<file path="src/rtl/conv2d_seq_engine.sv">
// rtl/conv2d_seq_engine.sv - sequential KxK valid-mode convolution, NF filters, one output position per clock
// Captures image/filters at start, then streams positions in raster order into out_img and pix_*.
module conv2d_seq_engine #(
  parameter int N     = 12,
  parameter int K     = 3,
  parameter int DW    = 2,
  parameter int WW    = 2,
  parameter int NF    = 2,
  parameter int SHIFT = 0,
  localparam int M    = N - K + 1,
  localparam int RW   = (M > 1) ? $clog2(M) : 1
) (
  input  logic                   clk,
  input  logic                   rst,
  input  logic                   start,
  input  logic                   relu_en,
  input  logic [N*N*DW-1:0]      in_img,
  input  logic [NF*K*K*WW-1:0]   filters,
  output logic                   busy,
  output logic                   done,
  output logic [NF*M*M*DW-1:0]   out_img,
  output logic                   pix_valid,
  output logic [RW-1:0]          pix_row,
  output logic [RW-1:0]          pix_col,
  output logic [NF*DW-1:0]       pix_data
);

  localparam int AW = DW + WW + $clog2(K*K) + 1;
  localparam logic signed [AW-1:0] L_UMAX = AW'((2**DW) - 1);
  localparam logic signed [AW-1:0] L_SMAX = AW'((2**(DW-1)) - 1);
  localparam logic signed [AW-1:0] L_SMIN = AW'(-(2**(DW-1)));
  localparam logic [RW-1:0]        L_LAST = RW'(M - 1);

  typedef enum logic {IDLE, RUN} state_t;

  state_t                  r_state;
  state_t                  w_next;
  logic [N*N*DW-1:0]       r_img;
  logic [NF*K*K*WW-1:0]    r_flt;
  logic                    r_relu;
  logic [RW-1:0]           r_row;
  logic [RW-1:0]           r_col;
  logic                    r_done;
  logic [NF*M*M*DW-1:0]    r_out;
  logic                    r_pix_valid;
  logic [RW-1:0]           r_pix_row;
  logic [RW-1:0]           r_pix_col;
  logic [NF*DW-1:0]        r_pix_data;

  logic                    w_last;
  logic signed [AW-1:0]    w_acc;
  logic signed [AW-1:0]    w_s;
  logic signed [AW-1:0]    w_pix;
  logic signed [AW-1:0]    w_wt;
  logic [NF*DW-1:0]        w_res;

  assign w_last = (r_row == L_LAST) && (r_col == L_LAST);

  always_ff @(posedge clk) begin
    if (rst) r_state <= IDLE;
    else     r_state <= w_next;
  end

  always_comb begin
    w_next = r_state;
    case (r_state)
      IDLE:    if (start)  w_next = RUN;
      RUN:     if (w_last) w_next = IDLE;
      default: w_next = IDLE;
    endcase
  end

  // Pixels are zero-extended and weights sign-extended to AW so the MAC is exact.
  always_comb begin
    w_res = '0;
    w_acc = '0;
    w_s   = '0;
    w_pix = '0;
    w_wt  = '0;
    for (int f = 0; f < NF; f++) begin
      w_acc = '0;
      for (int ki = 0; ki < K; ki++) begin
        for (int kj = 0; kj < K; kj++) begin
          w_pix = AW'({1'b0, r_img[((int'(r_row) + ki) * N + int'(r_col) + kj) * DW +: DW]});
          w_wt  = AW'($signed(r_flt[(f*K*K + ki*K + kj) * WW +: WW]));
          w_acc = w_acc + w_pix * w_wt;
        end
      end
      w_s = w_acc >>> SHIFT;
      if (r_relu) begin
        if (w_s[AW-1])        w_res[f*DW +: DW] = '0;
        else if (w_s > L_UMAX) w_res[f*DW +: DW] = '1;
        else                   w_res[f*DW +: DW] = w_s[DW-1:0];
      end else begin
        if (w_s > L_SMAX)      w_res[f*DW +: DW] = L_SMAX[DW-1:0];
        else if (w_s < L_SMIN) w_res[f*DW +: DW] = L_SMIN[DW-1:0];
        else                   w_res[f*DW +: DW] = w_s[DW-1:0];
      end
    end
  end

  always_ff @(posedge clk) begin
    if (rst) begin
      r_row       <= '0;
      r_col       <= '0;
      r_done      <= 1'b0;
      r_out       <= '0;
      r_pix_valid <= 1'b0;
      r_pix_row   <= '0;
      r_pix_col   <= '0;
      r_pix_data  <= '0;
    end else begin
      r_done      <= 1'b0;
      r_pix_valid <= 1'b0;
      if (r_state == IDLE && start) begin
        r_img  <= in_img;
        r_flt  <= filters;
        r_relu <= relu_en;
        r_out  <= '0;
        r_row  <= '0;
        r_col  <= '0;
      end else if (r_state == RUN) begin
        for (int f = 0; f < NF; f++)
          r_out[(f*M*M + int'(r_row)*M + int'(r_col)) * DW +: DW] <= w_res[f*DW +: DW];
        r_pix_valid <= 1'b1;
        r_pix_row   <= r_row;
        r_pix_col   <= r_col;
        r_pix_data  <= w_res;
        if (w_last) begin
          r_done <= 1'b1;
        end else if (r_col == L_LAST) begin
          r_col <= '0;
          r_row <= r_row + RW'(1);
        end else begin
          r_col <= r_col + RW'(1);
        end
      end
    end
  end

  assign busy      = (r_state == RUN);
  assign done      = r_done;
  assign out_img   = r_out;
  assign pix_valid = r_pix_valid;
  assign pix_row   = r_pix_row;
  assign pix_col   = r_pix_col;
  assign pix_data  = r_pix_data;

endmodule

</file>
<file path="config.mk">
export PLATFORM = sky130hd
export DESIGN_NAME = conv2d_seq_engine
export DESIGN_NICKNAME = d
export VERILOG_FILES = /design/src/rtl/conv2d_seq_engine.sv
export SDC_FILE = /design/constraint.sdc
export NUM_CORES = 2
export LEC_CHECK = 0
export CAP_MARGIN = 20
export CORE_MARGIN = 4
export CORE_UTILIZATION = 50
export DETAILED_ROUTE_END_ITERATION = 8
export MAX_ROUTING_LAYER = met4
export PLACE_DENSITY = 0.73
export SKIP_CTS_REPAIR_TIMING = 1
export SYNTH_ARGS = -nofsm -noshare
export SYNTH_HDL_FRONTEND = slang
export SYNTH_SLANG_ARGS = --single-unit
</file>
<file path="constraint.sdc">
create_clock -name clk -period 18.04 [get_ports clk]
set_input_delay 2.706 -clock clk [delete_from_list [all_inputs] [get_ports clk]]
set_output_delay 2.706 -clock clk [all_outputs]
set_load 0.1 [all_outputs]
</file>
==> impl_metrics.ini <==
[worst_setup_path]
ff2ff_setup_slack_ns = 4.34
worstReg2RegStart = r_row[1]
cp-end-kind = flop
r2r_cells = 37
worst_ep_arrival_time_ns = 14.31
cp_slowest_stage_delay_ns = 0.93
cp_common_cell = fa_1
start_kind = flop
critPathKind = reg2reg
slowest_stage = o22ai_1
worstPathMaxFanout = 60
r2r_end = out_img[182]
critPathRequiredTime_ns = 18.65

[clock_network]
path_clk_slew_ns = 0.07
insertion_delay_ns = 0.73
clockBufferDepth = 3
cts.htree.levels = 3
cts_sinks = 748
cts_buffers = 84
cts_tree = done
root_buffer = clkbuf_16

[route]
viasPerCell = 7.20
drt_iter0_drc = 9198
antenna_left = 0
drc = 0
post_drt_wl_per_cell_um = 35.3
num_vias = 51300
drtPass1Iterations = 8
drt_wl_total_mm = 252

[flow_run]
cap_violations = 0

[placement]
port_buffers = 742
gp_congestion = 1.06
dp_hpwl_mm = 186
postPlaceCellArea_um2 = 59300

[worst_hold_path]
min_from = out_img[15]
holdPathEnd = out_img[15]
hp-class = reg2reg
hold_depth = 2

[final_layout]
final_layout_size_suffix_gt1_share_pct = 12.4
fillCellCount = 8192
layout_common_cells = clkdlybuf4s50_1 (733), nor2_1 (580), dfxtp_1 (420), nand2_1 (416), edfxtp_1 (325)
area_growth_pct = 24.2
fin_area_um2 = 62300
nets = 6301
fin_util_pct = 63.0
final_common_cell = clkdlybuf4s50_1

[floorplanning]
die_w_um = 325
dieArea_um2 = 105000
ios = 743
core_um2 = 99000
start_util_pct = 50.7
die_height_um = 325
fp-row-count = 115

[grt]
grt_pass1_wl_mm = 355
grt_util_all_layers_pct = 47.3
grt_max_degree = 177
antenna_found_initial = 19
gr-total-overflow = 0
first_global_vias = 48400

[timing]
rsz0062_at_grt = false
period_needed_ns = 13.70
min_period_over_period_pct = 75.9
worst_slew_pin_slew_ns = 1.41
fin_skew_ns = 0.0574
hold_viol_final = 0
max_freq_mhz = 73.0
fin_setup_tns_ns = 0
maxSlewHeadroom_pct = 6.04
finalSetupViolations = 0
timing.hold.ws_ns = 0.455
drv_slew = 0

[synthesis]
synth-adder-area-share_pct = 7.44
async_flop_share_pct = 0
synthSimpleGateAreaFrac_pct = 16.2
yosysWarnings = 0
synth_flop_cell = dfxtp_1
ys_seq_area_share_pct = 36.3
synth_top_area_share_pct = 19.5
syn_nets = 5664
yosys_register_bits = 748
syn_area_um2 = 50200
synth.area.top_cells = edfxtp_1 (19%), dfxtp_1 (17%), mux4_2 (14%)
synth.mux.area_fraction_pct = 17.6
ys_types = 98
synth_edf_count = 325
synth_top_family_by_area = multiplexers
syn_avg_cell_area_um2 = 9.82
yosys.area.top_type = edfxtp_1
synth_compound_area_share_pct = 16.3
synthXorXnorAreaFrac_pct = 1.57
syn_inst = 5111

[outcome]
status = completed

[power]
power_density_nw_per_um2 = 129
p_leak_uw = 0.0215
finalPower_uw = 8060
ir_worst_vdd_mv = 0.513
==> how the worst max path moves through the flow <==
stage,depth (start not counted),to,from
4_1_cts,37,out_img[182],r_row[0]
3_5_place_dp,37,out_img[182],r_row[0]
6_report,37,out_img[182],r_row[1]
2_1_floorplan,2,r_flt[0],rst
5_1_grt,37,out_img[182],r_row[1]
3_3_place_gp,33,out_img[166],r_row[0]
==> Yosys cell counts, types with 66 or more instances <==
cell      instances
edfxtp_1        325
nand2_1         417
nand4_1          69
mux2i_1         139
a211oi_1         67
a21oi_1         260
ha_1            103
nor2_1          589
nor3_1          176
a32oi_1          68
inv_1           235
o21ai_0         274
a22oi_1          66
clkbuf_1        261
dfxtp_1         423
a31oi_1          81
fa_1            122
mux4_2          321
nand3_1         267
==> power by group <==
group,total [µW],internal [µW],switching (µW)
clock network,1840,1060,777
registers,1860,1810,44.2
logic,4360,1060,3300
total,8060,3940,4120
==> final cells by class <==
| cell class | instances | area, µm² | area share [%] |
|---|---|---|---|
| Clock buffer | 113 | 2380 | 3.83 |
| Tap cell | 1287 | 1610 | 2.58 |
| Clock inverter | 40 | 488 | 0.783 |
| Multi-Input combinational cell | 3778 | 29900 | 48.0 |
| Antenna cell | 26 | 65.1 | 0.104 |
| Timing Repair Buffer | 900 | 8720 | 14.0 |
| Inverter | 236 | 887 | 1.42 |
| Sequential cell | 748 | 18200 | 29.3 |
==> cell families (layout without fill, tap and decap cells) <==
group | count (synthesis) | after routing
and+or+nand+nor | 1768 | 1768
AOI/OAI and AO/OA | 1226 | 1226
DFF | 748 | 748
buffers and inverters | 585 | 1289
muxes | 477 | 477
adders and majority gates | 225 | 225
xor gates and xnor gates | 82 | 82
other | 0 | 26
==> metal layers <==
metal	part of all wire (%)	vias up	track usage [%]
li1	-	20700	-
met1	34	24500	56.2
met2	42	4847	67.5
met3	14	1228	16.6
met4	8.8	0	32.4
met5	0	-	-
==> critical path: cells and delay by family, from the launching register on <==
family / cells / cell delay, ns
AO/OA/AOI/OAI: 11 / 3.82
adder cells (fa/ha/maj): 9 / 3.73
buffers and inverters: 8 / 2.27
XOR/XNOR: 3 / 1.40
AND/OR/NAND/NOR: 5 / 0.98
flip-flops: 1 / 0.74
multiplexers: 1 / 0.51
==> metrics by stage <==
step	setup slack, ns	instances
after floorplan	0.597	5111
after global placement	4.56	6933
after detailed placement	4.45	6940
after CTS	4.41	7093
after global routing	3.85	7123
final	4.34	7128
==> state kept, by name, indices dropped and copies added (netlist names) <==
name,cells
out_img,400
r_img,288
r_flt,36
pix_col,4
pix_data,4
pix_row,4
r_col,4
r_row,4
busy,1
done,1
pix_valid,1
r_relu,1
No activity file was read; power rests on OpenSTA's default activity.
